`src/rtl/fixed_point_addsub_pipe.sv`:
```
// Signed fixed-point adder/subtractor with carry/borrow-in, optional
// saturation, an elastic valid/ready pipeline of STAGES registers and a
// saturating count of delivered overflow beats.
module fixed_point_addsub_pipe #(
   parameter int N        = 32,
   parameter int STAGES   = 2,
   parameter int SATURATE = 1,
   parameter int CNT_W    = 16
) (
   input  logic                clk,
   input  logic                rst_n,
   input  logic                in_valid,
   output logic                in_ready,
   input  logic signed [N-1:0] a,
   input  logic signed [N-1:0] b,
   input  logic                op,
   input  logic                carry_in,
   output logic                out_valid,
   input  logic                out_ready,
   output logic signed [N-1:0] c,
   output logic                carry_out,
   output logic                overflow,
   output logic [CNT_W-1:0]    ovf_count,
   input  logic                ovf_clr
);

   // Clamp the N+1-bit result to N bits when the sign bits disagree
   // (SATURATE=1); otherwise simply drop the guard bit (wrap).
   function automatic logic signed [N-1:0] sat_result(input logic [N:0] r);
      logic signed [N-1:0] v;
      v = r[N-1:0];
      if ((SATURATE != 0) && (r[N] != r[N-1])) begin
         v = r[N] ? {1'b1, {(N-1){1'b0}}} : {1'b0, {(N-1){1'b1}}};
      end
      return v;
   endfunction

   logic [N:0]          a_ext;
   logic [N:0]          b_ext;
   logic [N:0]          sum_s;
   logic [N:0]          sum_u;
   logic                cin_eff;
   logic signed [N-1:0] res_c;
   logic                res_cout;
   logic                res_ovf;

   logic [STAGES-1:0]   vld;
   logic signed [N-1:0] c_q [STAGES];
   logic [STAGES-1:0]   cout_q;
   logic [STAGES-1:0]   ovf_q;
   logic [STAGES-1:0]   load;

   // Arithmetic on sign-extended operands; subtract is a + ~b + !borrow.
   // The unsigned sum gives carry (add) or inverted borrow (subtract).
   always_comb begin
      cin_eff  = op ? ~carry_in : carry_in;
      a_ext    = {a[N-1], a};
      b_ext    = op ? ~{b[N-1], b} : {b[N-1], b};
      sum_s    = a_ext + b_ext + {{N{1'b0}}, cin_eff};
      sum_u    = {1'b0, a} + {1'b0, (op ? ~b : b)} + {{N{1'b0}}, cin_eff};
      res_ovf  = sum_s[N] ^ sum_s[N-1];
      res_cout = op ? ~sum_u[N] : sum_u[N];
      res_c    = sat_result(sum_s);
   end

   // Stall chain, walked from the output back to the input: a stage may
   // load when it is empty or its content leaves in the same cycle.
   always_comb begin : stall_chain
      logic nxt;
      load = '0;
      nxt  = out_ready;
      for (int k = STAGES - 1; k >= 0; k--) begin
         load[k] = ~vld[k] | nxt;
         nxt     = load[k];
      end
   end

   assign in_ready  = rst_n & load[0];
   assign out_valid = vld[STAGES-1];
   assign c         = c_q[STAGES-1];
   assign carry_out = cout_q[STAGES-1];
   assign overflow  = ovf_q[STAGES-1];

   // Pipeline registers: stage 0 captures the finished result, later
   // stages shift forward whenever their successor makes room.
   always_ff @(posedge clk or negedge rst_n) begin
      if (!rst_n) begin
         vld    <= '0;
         cout_q <= '0;
         ovf_q  <= '0;
         for (int k = 0; k < STAGES; k++) begin
            c_q[k] <= '0;
         end
      end else begin
         // stage 0 boundary
         if (load[0]) begin
            vld[0] <= in_valid;
            if (in_valid) begin
               c_q[0]    <= res_c;
               cout_q[0] <= res_cout;
               ovf_q[0]  <= res_ovf;
            end
         end
         // stage k-1 -> k boundaries
         for (int k = 1; k < STAGES; k++) begin
            if (load[k]) begin
               vld[k] <= vld[k-1];
               if (vld[k-1]) begin
                  c_q[k]    <= c_q[k-1];
                  cout_q[k] <= cout_q[k-1];
                  ovf_q[k]  <= ovf_q[k-1];
               end
            end
         end
      end
   end

   // Saturating count of delivered overflow beats; a clear takes priority.
   always_ff @(posedge clk or negedge rst_n) begin
      if (!rst_n) begin
         ovf_count <= '0;
      end else if (ovf_clr) begin
         ovf_count <= '0;
      end else if (out_valid && out_ready && overflow && (ovf_count != {CNT_W{1'b1}})) begin
         ovf_count <= ovf_count + {{(CNT_W-1){1'b0}}, 1'b1};
      end
   end

endmodule

```
`config.mk`:
```
export PLATFORM = sky130hd
export DESIGN_NAME = fixed_point_addsub_pipe
export DESIGN_NICKNAME = d
export VERILOG_FILES = /design/src/rtl/fixed_point_addsub_pipe.sv
export SDC_FILE = /design/constraint.sdc
export NUM_CORES = 1
export LEC_CHECK = 0
export ABC_AREA = 0
export BUFFER_PORTS_ARGS = -buffer_cell sky130_fd_sc_hd__buf_2
export CAP_MARGIN = 20
export CELL_PAD_IN_SITES_DETAIL_PLACEMENT = 0
export CELL_PAD_IN_SITES_GLOBAL_PLACEMENT = 1
export CORE_MARGIN = 2
export CORE_UTILIZATION = 44
export CTS_BUF_LIST = sky130_fd_sc_hd__clkbuf_8
export DETAILED_ROUTE_END_ITERATION = 12
export PLACE_DENSITY_LB_ADDON = 0.3
export SKIP_CTS_REPAIR_TIMING = 1
export SKIP_LAST_GASP = 1
export SLEW_MARGIN = 20
export SYNTH_ARGS = -nofsm -noshare
export SYNTH_HDL_FRONTEND = slang
export SYNTH_SLANG_ARGS = --single-unit
```
`constraint.sdc`:
```
create_clock -name clk -period 2.3 [get_ports clk]
set_input_delay 0.46 -clock clk [delete_from_list [all_inputs] [get_ports clk]]
set_output_delay 0.46 -clock clk [all_outputs]
set_load 0.02 [all_outputs]
```
==> results of run 1 <==
==> power by group through the flow <==
| stage | Clock (mW) | Combinational (mW) | Sequential [mW] |
|---|---|---|---|
| floorplan | 0 | 2.35 | 2.30 |
| global placement | 0 | 3.01 | 2.38 |
| detailed placement | 0 | 3.07 | 2.40 |
| CTS | 1.05 | 3.08 | 2.37 |
| global route | 1.12 | 3.68 | 2.44 |
| finish | 1.04 | 3.39 | 2.37 |
==> metal layers <==
metal | vias to the layer above | share of wire [%] | GRT usage [%]
li1 | 2732 | - | -
met1 | 2605 | 49 | 31.3
met2 | 135 | 47 | 34.0
met3 | 9 | 3.7 | 2.53
met4 | 0 | 0.83 | 5.39
met5 | - | 0 | 0
==> sequential cells by signal (all words and copies together) (netlist names) <==
name / count
c: 32
c_q: 32
ovf_count: 16
cout_q: 2
ovf_q: 2
vld: 2
==> worst min path at each step <==
| stage | from | endpoint | slack [ns] | cells past startpoint |
|---|---|---|---|---|
| finish | rst_n | cout_q[1]$_DFFE_PN0P_ | 0.26 | 2 |
| global route | rst_n | c[19]$_DFFE_PN0P_ | 0.33 | 2 |
| CTS | in_valid | vld[0]$_DFFE_PN0N_ | 0.33 | 2 |
| detailed placement | c_q[42]$_DFFE_PN0P_ | c_q[42]$_DFFE_PN0P_ | 0.47 | 2 |
| global placement | c_q[59]$_DFFE_PN0P_ | c_q[59]$_DFFE_PN0P_ | 0.47 | 2 |
| floorplan | rst_n | c[0]$_DFFE_PN0P_ | 0.16 | 0 |
==> worst max-delay path: cells and delay by family <==
family / cells / cell delay (ns)
buffers and inverters: 3 / 0.44
AO/OA/AOI/OAI: 3 / 1.03
adder cells (fa/ha/maj): 1 / 0.42
XOR/XNOR: 1 / 0.16
AND/OR/NAND/NOR: 4 / 0.67
==> area by class of cell <==
type                            instances  area (um^2)
Multi-Input combinational cell        497         3920
Timing Repair Buffer                  256         1730
Fill cell                            1216         5520
Inverter                                9         33.8
Sequential cell                        86         2150
Clock inverter                          6         55.1
Tap cell                              180          225
Clock buffer                           10          138
==> placed cells by master, fill, tap and decap left out, types with 18 or more instances in the layout <==
cell	instances
nand3_1	19
a21oi_1	26
xnor2_1	19
o21ai_0	24
ha_1	32
mux2_2	34
buf_2	118
xor2_1	50
buf_4	126
dfrtp_1	86
nand2_1	42
nor2_1	56
a21o_1	18
==> metrics by stage <==
| step | cells | area [um^2] | hold slack (ns) | setup WS (ns) | setup TNS, ns |
|---|---|---|---|---|---|
| CTS | 1035 | 7800 | 0.333 | -0.873 | -25.04 |
| floorplan | 656 | 6270 | 0.164 | -1.04 | -31.77 |
| detailed placement | 1019 | 7610 | 0.474 | -1.23 | -37.10 |
| finish | 1044 | 8250 | 0.264 | -0.650 | -19.17 |
| global placement | 1019 | 7610 | 0.467 | -1.09 | -34.52 |
| global route | 1044 | 8250 | 0.327 | -0.759 | -22.68 |
==> kinds of logic after synthesis <==
group	Yosys count	synth area share [%]
compound gates	161	17.8
flops	86	35.0
xor+xnor	74	10.5
mux	37	6.74
buf+inv	74	7.21
fa+ha+maj	35	7.35
simple gates	189	15.3
==> results.json, run 1 <==
{
  "htreeDepth": 3,
  "r2r_cells": 8,
  "swShare_pct": 38.8,
  "status": "complete, but fails checks",
  "hpwlAfterDp_um": 12400,
  "p_seq_share_pct": 34.8,
  "yosysMostFrequentCell": "dfrtp_1",
  "clk_pin_slew_ns": 0.08,
  "cts_root_buffer": "clkbuf_8",
  "viasPerCell": 5.25,
  "antenna_left": 0,
  "clockBufferDepth": 2,
  "route.detailed.drc": 0,
  "antenna_found_initial": 0,
  "layout-drive-gt1-share_pct": 44.0,
  "fin_crit_ns": 2.95,
  "synth_edf_count": 0,
  "avgSynthCellArea_um2": 9.37,
  "r2r-start": "ovf_count[10]$_DFFE_PN0P_",
  "peakVddDrop_uv": 325,
  "slowest_delay_ns": 0.47,
  "cp_data_required_time_ns": 2.53,
  "violations": "negative setup slack",
  "synth_top_area_share_pct": 35.0,
  "rows": 43,
  "synth_top_area_cell": "dfrtp_1",
  "routed-via-count": 5481,
  "reg2reg_to": "ovf_count[9]$_DFFE_PN0P_",
  "path_cells": "buf_8 > buf_6 > xor2_1 > ha_1 > nand4_1 > a211oi_2 > nor4bb_4 > and2_1 > o211a_4 > buf_4 > and3_4 > a221o_1",
  "clock_power_share_pct": 15.3,
  "slowest_stage": "a211oi_2",
  "reg2reg_slack_ns": 0.14,
  "leakage_nw": 3.87,
  "synthTopCellsByArea": "dfrtp_1, xor2_1, ha_1, mux2_2, buf_4",
  "min_path_type": "in2async",
  "cap_violations": 0,
  "setup_viol": 34,
  "gp_routability_congestion": 0.942,
  "synth_commonest_cells": "dfrtp_1, nor2_1, xor2_1",
  "intPower_mw": 4.17,
  "grt_max_degree": 87,
  "syn_to_final_growth_pct": 34.3,
  "slew_headroom_pct": 50.4,
  "p_per_area_mw_per_mm2": 825,
  "power_switching_mw": 2.64,
  "yosysSeqAreaShare_pct": 35.0,
  "critPathCaptureType": "flop",
  "diodes": 0,
  "ys.warnings.count": 0,
  "track_usage_pct": 21.5,
  "power.total_mw": 6.81,
  "synth_ff_type": "dfrtp_1",
  "critPathMaxFanout": 8,
  "pin_count": 123,
  "utilization_pct": 59.9,
  "rsz0062_at_grt": "true",
  "nNetsFinal": 964,
  "finClkSkew_ns": 0.00453,
  "cts.sinks": 86,
  "critPathArrivalTime_ns": 3.18,
  "fmax_ghz": 0.339,
  "overflow": 0,
  "chipHeight_um": 122,
  "cp-start-kind": "input port",
  "yosysUniqueCellTypes": 62,
  "routed_wirelength_um": 15800,
  "tightest_slew_ns": 0.744,
  "insertion_delay_ns": 0.35,
  "syn_area_mm2": 0.00615,
  "hold_viol_final": 0,
  "crit_path_end": "c_q[61]$_DFFE_PN0P_",
  "crit_start": "op",
  "syn_inst": 656,
  "finalMaxSlewViolations": 0,
  "drt_first_pass_iters": 5,
  "portBuffers": 122,
  "synth_nets": 761,
  "wl_per_cell_um": 15.2,
  "synth_async_sr_flop_share_pct": 100,
  "grt_first_pass_wirelength_um": 25800,
  "synth_seq_cells": 86,
  "period_share_pct": 128,
  "dieArea_mm2": 0.0149,
  "die_w_um": 122,
  "numCtsBuffers": 9,
  "tritoncts": "done",
  "drt_iter0_drc": 338,
  "grt_pass1_vias": 5302,
  "crit_type": "in2reg",
  "combPwrFrac_pct": 49.9,
  "core_region_area_mm2": 0.0138,
  "setup_ws_ns": -0.650,
  "start_util_pct": 44.6
}
No activity file was read; power rests on OpenSTA's default activity.
==> inputs of run 2 (changes only) <==
clock period = 3.1 ns   (was 2.3 ns; I/O delays follow)
==> run 2 against run 1 <==
The run still ends with negative setup slack left. Sequential power decreased by 26%. Clock power decreased by 8%. Via count decreased by 0.93%. Clock skew increased by 0.0049 ns. Utilization decreased by 1.3 points. Wire length about the same. Critical path depth decreased by 1. Worst hold slack got worse by 0.040 ns. Non-clock buffer count decreased by 11. Sequential cell count unchanged. Global-route usage decreased by 0.14 points. Clock-buffer cell count unchanged. Critical path type unchanged. Critical endpoint is now c_q[51]$_DFFE_PN0P_.
==> results.json, run 2 (same netlist as run 1, synthesis figures left out) <==
{
  "status": "complete, but fails checks",
  "violations": "negative setup slack",
  "routed-via-count": 5430,
  "dieArea_mm2": 0.0149,
  "clockBufferDepth": 2,
  "cp-start-kind": "input port",
  "drt_first_pass_iters": 4,
  "grt_pass1_vias": 5189,
  "overflow": 0,
  "clk_pin_slew_ns": 0.08,
  "fmax_ghz": 0.317,
  "critPathMaxFanout": 7,
  "hold_viol_final": 0,
  "final_cell_mix": "buf_2, buf_4, dfrtp_1",
  "antenna_left": 0,
  "start_util_pct": 44.6,
  "grt_first_pass_wirelength_um": 25400,
  "portBuffers": 122,
  "wl_per_cell_um": 15.4,
  "cap_violations": 0,
  "tightest_slew_ns": 0.728,
  "pin_count": 123,
  "finClkSkew_ns": 0.00946,
  "tritoncts": "done",
  "grt_max_degree": 50,
  "placedCellCount": 1011,
  "die_w_um": 122,
  "cts_root_buffer": "clkbuf_8",
  "layout-drive-gt1-share_pct": 42.1,
  "antenna_found_initial": 0,
  "p_per_area_mw_per_mm2": 630,
  "diodes": 0,
  "period_share_pct": 102,
  "worst_hold_slack_ns": 0.225,
  "slew_headroom_pct": 51.5,
  "utilization_pct": 58.7,
  "leakage_nw": 3.80,
  "nNetsFinal": 952,
  "hpwlAfterDp_um": 12500,
  "critPathCaptureType": "flop",
  "final_common_cell": "buf_2",
  "finalMaxSlewViolations": 0,
  "route.detailed.drc": 0,
  "setup_ws_ns": -0.0546,
  "fin_crit_ns": 3.15,
  "core_region_area_mm2": 0.0138,
  "cp_data_required_time_ns": 3.35,
  "htreeDepth": 3,
  "gp_routability_congestion": 0.958,
  "drt_iter0_drc": 313,
  "insertion_delay_ns": 0.36,
  "peakVddDrop_uv": 231,
  "rsz0062_at_grt": "true",
  "routed_wirelength_um": 15800,
  "critPathArrivalTime_ns": 3.40,
  "numCtsBuffers": 9,
  "track_usage_pct": 21.4,
  "viasPerCell": 5.27,
  "setup_viol": 10,
  "crit_type": "in2reg",
  "chipHeight_um": 122,
  "rows": 43,
  "fin_cells": 1031,
  "cts.sinks": 86,
  "syn_to_final_growth_pct": 31.4,
  "min_path_type": "in2async"
}
==> run 2: worst max-delay path, stage by stage <==
cell      delay (ns)
buf_12          0.12
xor2_4          0.18
fa_2            0.38
fa_2            0.36
a211oi_2        0.24
o211ai_1        0.20
nand3_2         0.20
a21oi_2         0.08
o32a_4          0.42
maj3_2          0.32
mux2_4          0.26
==> run 2: power by group <==
group	switching, mW	internal (mW)	total (mW)
logic	1.27	1.11	2.38
registers	0.241	1.52	1.76
clock network	0.399	0.556	0.954
total	1.91	3.18	5.09
==> run 2: per-stage QoR <==
step                      setup TNS [ns]  setup slack (ns)  instance area [um^2]  power [mW]
after floorplan                   -10.08            -0.399                  6270        3.45
after global placement            -12.80            -0.446                  7550        3.98
after detailed placement          -14.75            -0.493                  7550        4.05
after CTS                          -2.28            -0.128                  7790        5.01
after global routing               -1.92            -0.120                  8080        5.43
final                             -0.121           -0.0546                  8080        5.09
==> run 2: layout make-up <==
cell class,count,area (um^2)
Clock buffer,10,138
Clock inverter,5,108
Fill cell,1248,5690
Inverter,9,33.8
Multi-Input combinational cell,496,3830
Sequential cell,86,2150
Tap cell,180,225
Timing Repair Buffer,245,1590
==> run 2: layer usage <==
| metal | routed length (um) | track usage, % |
|---|---|---|
| met1 | 7670 | 30.7 |
| met3 | 746 | 3.93 |
| met4 | 175 | 4.67 |
| met2 | 7260 | 33.5 |
| met5 | 0 | 0 |
==> run 2: final timing paths <==
path | slack [ns] | start | cells after the start | to
setup / recovery | -0.05 | op | 11 | c_q[51]$_DFFE_PN0P_
hold / removal | 0.22 | rst_n | 1 | c[3]$_DFFE_PN0P_
setup reg to reg | 0.84 | ovf_count[7]$_DFFE_PN0P_ | 8 | ovf_count[13]$_DFFE_PN0P_
hold reg to reg | 0.49 | c_q[41]$_DFFE_PN0P_ | 2 | c_q[41]$_DFFE_PN0P_
max in group asynchronous | 1.88 | rst_n | 2 | c[28]$_DFFE_PN0P_
min in group clk | 0.48 | in_valid | 2 | vld[0]$_DFFE_PN0N_
